===== src/rtl/seg_pkg.sv =====
// Shared 7-segment definitions: segment width, the ten digit glyphs in the
// same {A,B,C,D,E,F,G} (A = bit 6) encoding the display encoder drives, the
// all-off pattern and the value reported for an unreadable pair.
package seg_pkg;

    localparam int SEG_W = 7;

    localparam logic [SEG_W-1:0] SEG_0     = 7'b1111110;
    localparam logic [SEG_W-1:0] SEG_1     = 7'b0110000;
    localparam logic [SEG_W-1:0] SEG_2     = 7'b1101101;
    localparam logic [SEG_W-1:0] SEG_3     = 7'b1111001;
    localparam logic [SEG_W-1:0] SEG_4     = 7'b0110011;
    localparam logic [SEG_W-1:0] SEG_5     = 7'b1011011;
    localparam logic [SEG_W-1:0] SEG_6     = 7'b1011111;
    localparam logic [SEG_W-1:0] SEG_7     = 7'b1110000;
    localparam logic [SEG_W-1:0] SEG_8     = 7'b1111111;
    localparam logic [SEG_W-1:0] SEG_9     = 7'b1110011;
    localparam logic [SEG_W-1:0] SEG_BLANK = 7'b0000000;

    localparam logic [6:0] ERR_VALUE = 7'h7F;

    typedef enum logic {
        ST_SETTLE = 1'b0,
        ST_HOLD   = 1'b1
    } settle_state_t;

    // msd*10 + lsd using shifts only; msd,lsd <= 9 keeps the result <= 99.
    function automatic logic [6:0] pair_value(input logic [3:0] msd,
                                              input logic [3:0] lsd);
        logic [6:0] m;
        m = {3'b000, msd};
        return (m << 3) + (m << 1) + {3'b000, lsd};
    endfunction

endpackage


===== src/rtl/seg_digit_decode.sv =====
// Combinational decode of one 7-segment pattern to its digit.
// legal=0 for any pattern that is not one of the ten glyphs; digit is 0 then.
module seg_digit_decode
    import seg_pkg::*;
(
    input  logic [SEG_W-1:0] seg,
    output logic             legal,
    output logic [3:0]       digit
);

    // Exact-match lookup against the glyph table.
    always_comb begin
        legal = 1'b1;
        digit = 4'd0;
        case (seg)
            SEG_0:   digit = 4'd0;
            SEG_1:   digit = 4'd1;
            SEG_2:   digit = 4'd2;
            SEG_3:   digit = 4'd3;
            SEG_4:   digit = 4'd4;
            SEG_5:   digit = 4'd5;
            SEG_6:   digit = 4'd6;
            SEG_7:   digit = 4'd7;
            SEG_8:   digit = 4'd8;
            SEG_9:   digit = 4'd9;
            default: legal = 1'b0;
        endcase
    end

endmodule


===== src/rtl/seg_pair_reader.sv =====
// Reads a two-digit 7-segment display back into a binary value 0..99.
// Both buses are synchronized, must hold still for STABLE_CYCLES samples,
// are de-duplicated against the last accepted pair, decoded in one register
// stage and offered through a one-deep valid/ready output register.
//
// Build option SEG_READ_BLANK_MSD_EN: when defined, an all-off tens digit is
// read as 0 (leading-zero blanking). All-off units digit is always an error.
//
// state  | meaning
// -------+-------------------------------------------------------------
// SETTLE | counting consecutive identical samples of the synced pair
// HOLD   | candidate latched; issue to decode if it is a new pattern
module seg_pair_reader
    import seg_pkg::*;
#(
    parameter int STABLE_CYCLES = 16,
    parameter int CNT_W         = 8
) (
    input  logic             clock,
    input  logic             reset_n,
    input  logic [SEG_W-1:0] seg_msd,
    input  logic [SEG_W-1:0] seg_lsd,
    input  logic             out_ready,
    output logic             out_valid,
    output logic [6:0]       out_value,
    output logic             out_err,
    output logic             overrun
);

    localparam int PAIR_W = 2 * SEG_W;
    localparam logic [CNT_W-1:0] CNT_LAST = CNT_W'(STABLE_CYCLES - 1);

    logic [PAIR_W-1:0] sync_1;
    logic [PAIR_W-1:0] s;
    logic [PAIR_W-1:0] s_prev;
    logic [PAIR_W-1:0] cand;
    logic [PAIR_W-1:0] last_acc;
    logic              have_last;
    logic [CNT_W-1:0]  cnt;
    logic [CNT_W-1:0]  cnt_d;
    settle_state_t     state;
    settle_state_t     state_d;
    logic              latch_cand;
    logic              issue;

    logic       msd_legal;
    logic       lsd_legal;
    logic [3:0] msd_digit;
    logic [3:0] lsd_digit;
    logic       msd_ok;
    logic       pair_err;
    logic [6:0] pair_val;

    logic       dec_strobe;
    logic [6:0] dec_value;
    logic       dec_err;

    // Two-flop synchronizer for the combined 14-bit pattern bus.
    always_ff @(posedge clock) begin
        if (!reset_n) begin
            sync_1 <= '0;
            s      <= '0;
        end else begin
            sync_1 <= {seg_msd, seg_lsd};
            s      <= sync_1;
        end
    end

    // Settle FSM state register.
    always_ff @(posedge clock) begin
        if (!reset_n) begin
            state <= ST_SETTLE;
        end else begin
            state <= state_d;
        end
    end

    // Settle FSM next-state, stability counter and control strobes.
    always_comb begin
        state_d    = state;
        cnt_d      = cnt;
        latch_cand = 1'b0;
        issue      = 1'b0;
        case (state)
            ST_SETTLE: begin
                if (s != s_prev) begin
                    cnt_d = '0;
                end else begin
                    cnt_d = cnt + CNT_W'(1);
                    if (cnt == CNT_LAST) begin
                        state_d    = ST_HOLD;
                        latch_cand = 1'b1;
                    end
                end
            end
            ST_HOLD: begin
                // A repeat of the last accepted pair is dropped silently.
                issue   = !have_last || (cand != last_acc);
                cnt_d   = '0;
                state_d = ST_SETTLE;
            end
            default: begin
                cnt_d   = '0;
                state_d = ST_SETTLE;
            end
        endcase
    end

    // Sample history, counter, candidate and last-accepted tracking.
    always_ff @(posedge clock) begin
        if (!reset_n) begin
            s_prev    <= '0;
            cnt       <= '0;
            cand      <= '0;
            last_acc  <= '0;
            have_last <= 1'b0;
        end else begin
            s_prev <= s;
            cnt    <= cnt_d;
            if (latch_cand) begin
                cand <= s;
            end
            if (issue) begin
                last_acc  <= cand;
                have_last <= 1'b1;
            end
        end
    end

    seg_digit_decode u_dec_msd (
        .seg   (cand[PAIR_W-1:SEG_W]),
        .legal (msd_legal),
        .digit (msd_digit)
    );

    seg_digit_decode u_dec_lsd (
        .seg   (cand[SEG_W-1:0]),
        .legal (lsd_legal),
        .digit (lsd_digit)
    );

`ifdef SEG_READ_BLANK_MSD_EN
    // Blank tens digit reads as 0; the decoder already reports digit 0 then.
    assign msd_ok = msd_legal || (cand[PAIR_W-1:SEG_W] == SEG_BLANK);
`else
    assign msd_ok = msd_legal;
`endif

    assign pair_err = !(msd_ok && lsd_legal);
    assign pair_val = pair_err ? ERR_VALUE : pair_value(msd_digit, lsd_digit);

    // Registered decode stage; dec_strobe marks a fresh reading.
    always_ff @(posedge clock) begin
        if (!reset_n) begin
            dec_strobe <= 1'b0;
            dec_value  <= '0;
            dec_err    <= 1'b0;
        end else begin
            dec_strobe <= issue;
            if (issue) begin
                dec_value <= pair_val;
                dec_err   <= pair_err;
            end
        end
    end

    // One-deep output register; a reading arriving while full is dropped.
    always_ff @(posedge clock) begin
        if (!reset_n) begin
            out_valid <= 1'b0;
            out_value <= '0;
            out_err   <= 1'b0;
            overrun   <= 1'b0;
        end else begin
            overrun <= 1'b0;
            if (dec_strobe) begin
                if (!out_valid || out_ready) begin
                    out_valid <= 1'b1;
                    out_value <= dec_value;
                    out_err   <= dec_err;
                end else begin
                    overrun <= 1'b1;
                end
            end else if (out_ready) begin
                out_valid <= 1'b0;
            end
        end
    end

endmodule


===== config.mk =====
export PLATFORM = sky130hd
export DESIGN_NAME = seg_pair_reader
export DESIGN_NICKNAME = d
export VERILOG_FILES = /design/src/rtl/seg_pkg.sv /design/src/rtl/seg_digit_decode.sv /design/src/rtl/seg_pair_reader.sv
export SDC_FILE = /design/constraint.sdc
export NUM_CORES = 1
export LEC_CHECK = 0
export CORE_UTILIZATION = 50
export DETAILED_ROUTE_END_ITERATION = 8
export PLACE_DENSITY = 0.69
export SLEW_MARGIN = 20
export SYNTH_ARGS = -nofsm -noshare
export SYNTH_HDL_FRONTEND = slang
export SYNTH_SLANG_ARGS = --single-unit

===== constraint.sdc =====
create_clock -name clock -period 3.6 [get_ports clock]
set_input_delay 0.36 -clock clock [delete_from_list [all_inputs] [get_ports clock]]
set_output_delay 0.36 -clock clock [all_outputs]
set_load 0.01 [all_outputs]

After elaboration in Yosys (flattened, before gate mapping)
Index checks and enable logic that the tools add are counted.
{"block": "totals", "mem_bits_ro": 0, "n_memories": 0, "mem_bits_rw": 0, "latch_bits": 0, "regBits": 99}
{"block": "op_classes", "n_eq_ne": 24, "shifts": 0, "mux": 16, "magnitude_cmp": 0, "n_mul": 0, "reduce_logical": 12, "add_sub_neg": 3, "n_bitwise": 1, "div_mod_pow": 0}
{"cell": "$eq 7x7->1 const B", "n": 16}
{"cell": "$pmux 4 s9", "n": 2}
{"cell": "$eq 7x6->1 const B", "n": 4}
{"cell": "$ne 14x14->1", "n": 2}
{"cell": "$reduce_or 10->1", "n": 2}
{"cell": "$pmux 8 s2", "n": 1}
{"cell": "$mux 1", "n": 10}
{"cell": "$add 8x1->8 const B", "n": 1}
{"cell": "$eq 8x4->1 const B", "n": 1}
{"cell": "$mux 8", "n": 1}
{"cell": "$add 7x4->7", "n": 1}
{"cell": "$add 7x5->7", "n": 1}
{"cell": "$mux 7", "n": 1}
{"cell": "$reduce_and 2->1", "n": 3}
{"cell": "$logic_not 1->1", "n": 3}
{"cell": "$logic_or 1x1->1", "n": 2}
{"cell": "$ne 2x1->1 const B", "n": 1}
{"cell": "$pmux 1 s2", "n": 1}
{"cell": "$reduce_bool 2->1", "n": 1}
{"cell": "$logic_and 1x1->1", "n": 1}
{"cell": "$not 1->1", "n": 1}

Longest topological paths before layout
{"block": "depth", "depth_word": 5, "mapped_depth": 15, "ltp_nobuf": 13}

Cells and area by module
A second synthesis with hierarchy kept.
{"block": "hier_totals", "hier_cells": 433, "hier_area_um2": 4194.0}
{"mod": "seg_pair_reader", "cells_per_inst": 367, "n_inst": 1, "area_per_inst_um2": 3798.6}
{"mod": "seg_digit_decode", "cells_per_inst": 33, "n_inst": 2, "area_per_inst_um2": 197.7}

Worst setup path after synthesis
No wires, ideal clock.
{"block": "synth_path", "path_type": "register to register", "from": "reg cand[10]", "to": "reg dec_value[6]", "arrival_time_ns": 2.750, "setup_ns": 0.119, "path_buffers": 2, "path_stages_with_launch": 15, "period_less_slack_ns": 2.869, "setup_slack_ns": 0.731, "path_cell_list": "dfxtp_1 > clkbuf_1 > buf_4 > xnor2_1 > a211oi_1 > nor2_1 > nor3b_1 > fa_1 > inv_1 > fa_1 > inv_1 > a21o_1 > a21oi_1 > xnor2_1 > o221a_1"}
{"block": "synth_between", "elab_chain_cells": 5, "elab_cells_between_ends": 20}
{"element": "start, declared", "line": "seg_pair_reader.sv:36", "source": "logic [PAIR_W-1:0] cand;"}
{"element": "start signal, assigned", "line": "seg_pair_reader.sv:121", "source": "cand <= s;"}
{"element": "$eq 7x7->1 or $eq 7x6->1 (tied branches)", "line": "seg_digit_decode.sv:15", "source": "case (seg)"}
{"element": "$pmux 4 s9 or $reduce_or 10->1 (tied branches)"}
{"element": "$add 7x5->7 or $mux 1 (tied branches)", "line": "seg_pkg.sv:32, seg_digit_decode.sv:15"}
{"element": "$add 7x4->7 or $logic_and 1x1->1 (tied branches)", "line": "seg_pkg.sv:32, seg_pair_reader.sv:149"}
{"element": "$mux 7", "line": "seg_pair_reader.sv:150", "source": "assign pair_val = pair_err ? ERR_VALUE : pair_value(msd_digit, lsd_digit);"}
{"element": "end signal, assigned", "line": "seg_pair_reader.sv:161", "source": "dec_value <= pair_val;"}
{"element": "end, declared", "line": "seg_pair_reader.sv:55", "source": "logic [6:0] dec_value;"}
Parallel ways exist; a longest one is shown, timed or not.
A chain may end at the register's enable or synchronous reset.

Final worst setup path
Ends and elaborated chain as after synthesis.

==> impl_metrics.tcl <==
set metrics [dict create \
    grt_pass1_vias 2468 \
    drc_errors 0 \
    wl_per_cell_microns 13.1 \
    busiest_layer "met2" \
    synthesis.nets 436 \
    maxSlewViolCount 0 \
    grt_overflow 0 \
    async_flop_share_pct 0 \
    dpl-instance-area_sq_mm 0.00447 \
    area_growth_pct 10.4 \
    numCtsBuffers 9 \
    final_nets 446 \
    drive_gt1_share_pct 5.66 \
    routed_wl_microns 6930 \
    cp_top_family "compound AO/OA/AOI/OAI gates" \
    fp.dieW_microns 94.1 \
    rows 33 \
    synth.yosys.seq_area_share_pct 46.7 \
    hold_viol 0 \
    min_path_cells 1 \
    initial_utilization_pct 51.7 \
    met1_usage_pct 24.0 \
    ys_warn_count 0 \
    crit_required_ns 3.87 \
    syn_avg_cell_area_sq_um 10.4 \
    grtUsageMet3_pct 4.85 \
    antenna_found_initial 0 \
    synthTopCellsByCount "dfxtp_1 (99), and2_1 (44), nor2b_1 (37)" \
    grt_setup_unrepaired "no" \
    met2_usage_pct 26.6 \
    first_pass_iters 4 \
    finalInstanceArea_sq_mm 0.00468 \
    viasPerCell 5.02 \
    cts_tree "yes" \
    clock_path_buffers 2 \
    cp-start-kind "flop" \
    synth_top_area_share_pct 46.7 \
    grt.total_usage_pct 17.6 \
    postCtsSetupBuffers 0 \
    synth_cells 409 \
    cp_num_cells 12 \
    core_area_sq_mm 0.00822 \
    yosysUniqueCellTypes 45 \
    cts-resized-gates 0 \
    hold_ws_ns 0.440 \
    slew_headroom_pct 40.2 \
    cts_root_buf "clkbuf_8" \
    worst_ep_arrival_time_ns 3.32 \
    end_kind "flop" \
    syn_area_sq_mm 0.00424 \
    post-synth-top-area-cell "dfxtp_1" \
    hold_buffers 0 \
    clkLatencyLatePin_ns 0.38 \
    grt_start_max_net_pins 59 \
    htree_levels 3 \
    tightest_slew_ns 0.895 \
    drt_iter0_markers 64 \
    dp_hpwl_microns 4720 \
    synthTopCellsByArea "dfxtp_1 (47%), mux2i_1 (8.5%), and2_1 (6.5%), nor2b_1 (5.5%), xor2_1 (4.7%)" \
    setup_viol 0 \
    yosysMostFrequentCell "dfxtp_1" \
    crit_type "reg -> reg" \
    hold_path.class "reg -> reg" \
    r2r_cells 12 \
    synthFlopType "dfxtp_1" \
    fin_crit_sh_pct 84.7 \
    synth_edf_count 0 \
    die_area_sq_mm 0.00886 \
    clock-sinks 99 \
    gp_congestion 0.794 \
    die_y_microns 94.1 \
    ys_ff_latch 99 \
    max_freq_mhz 328 \
    port_buffers 26 \
    maxCapViolCount 0 \
    slowest_delay_ns 0.67 \
    crit_chain "xnor2_1 > a211oi_1 > nor2_1 > nor3b_1 > fa_1 > inv_1 > fa_1 > inv_1 > a21o_1 > a21oi_1 > xnor2_1 > o221a_1" \
    fin_crit_ns 3.05 \
    cp_max_fo 15 \
    diodes 0 \
    power_leakage_nw 1.85 \
    io-pin-count 27 \
    critical-path-slowest-cell "dfxtp_1" \
    vias 2656 \
    clk_pin_slew_worst_paths_ns 0.10 \
    power_density_mw_per_mm2 416 \
    fin_setup_tns_ns 0 \
    status "completed" \
    fin_skew_ns 0.0103 \
    grt_pass1_wl_microns 12000 \
    final_antenna_net_count 0 \
    crit_buf_inv 2 \
    ir_drop_mv 0.284 \
]
[path summary, 6_finish.rpt]
path / start / end / slack (ns)
min reg2reg: sync_1[9]$_SDFF_PN0_ / s[9]$_SDFF_PN0_ / 0.44
max reg2reg: cand[10]$_SDFFE_PN0P_ / dec_value[6]$_SDFFE_PN0P_ / 0.55
min: sync_1[9]$_SDFF_PN0_ / s[9]$_SDFF_PN0_ / 0.44
max: cand[10]$_SDFFE_PN0P_ / dec_value[6]$_SDFFE_PN0P_ / 0.55
[registers in the layout, indices dropped and copies added, names as in the netlist, 7 cells and up]
| register | cells |
|---|---|
| s_prev | 14 |
| dec_value | 7 |
| cnt | 8 |
| sync_1 | 14 |
| cand | 14 |
| last_acc | 14 |
| out_value | 7 |
| s | 14 |
[kinds of logic (layout without fill, tap and decap cells)]
| logic type | after synthesis | after routing | share of synthesized area, % |
|---|---|---|---|
| xor gates and xnor gates | 44 | 44 | 9.08 |
| and+or+nand+nor | 147 | 147 | 20.3 |
| adders and majority gates | 10 | 10 | 3.30 |
| DFF | 99 | 99 | 46.7 |
| buffers and inverters | 38 | 53 | 5.10 |
| AOI/OAI and AO/OA | 34 | 34 | 6.81 |
| muxes | 37 | 37 | 8.76 |
[stage by stage]
| step | worst slack [ns] | std cells | utilization, % | total power [mW] |
|---|---|---|---|---|
| after CTS | 0.550 | 529 | 57.0 | 1.97 |
| after global routing | 0.213 | 529 | 57.0 | 2.02 |
| after global placement | 0.634 | 513 | 54.4 | 1.21 |
| final | 0.551 | 529 | 57.0 | 1.95 |
| after detailed placement | 0.558 | 513 | 54.4 | 1.21 |
| after floorplan | 0.731 | 409 | - | 1.18 |
[where the power goes]
group	internal (mW)	switching, mW
clock	0.340	0.423
sequential	1.11	0.00984
combinational	0.0365	0.0243
total	1.49	0.458
[cell type report]
class / count / area, sq um
well taps: 105 / 131
flip-flops and latches: 99 / 1980
clock buffers: 9 / 124
fillers: 687 / 3530
clock inverters: 7 / 93.8
multi-input cells: 272 / 2050
repair buffers: 29 / 278
inverters: 8 / 30.0
[placed cells by master, fill, tap and decap left out, types with 3 or more instances in the layout]
cell type and count:
clkbuf_8 9, nand3_1 3, buf_4 3, nor3_1 4, and2_1 44, xor2_1 23
and3_1 4, ha_1 8, a21oi_1 8, clkdlybuf4s50_1 25, nor4_1 5, o221a_1 6
nor2_1 15, inv_1 8, o21ai_0 3, xnor2_1 21, mux2i_1 36, nor2b_1 37
nand4_1 8, dfxtp_1 99, o41ai_1 3, o21a_1 3, nand2_1 15
[routing by layer]
layer | vias up | part of all wire (%)
li1 | 1387 | -
met1 | 1226 | 50
met2 | 33 | 46
met3 | 10 | 2.6
met4 | 0 | 1.4
met5 | - | 0
[worst register-to-register path, stage by stage, from the launching register on]
cell,delay [ns]
dfxtp_1,0.67
xnor2_1,0.15
a211oi_1,0.24
nor2_1,0.07
nor3b_1,0.35
fa_1,0.50
inv_1,0.09
fa_1,0.20
inv_1,0.05
a21o_1,0.16
a21oi_1,0.16
xnor2_1,0.08
o221a_1,0.21
Note: power is estimated with default switching activity, not from simulation.
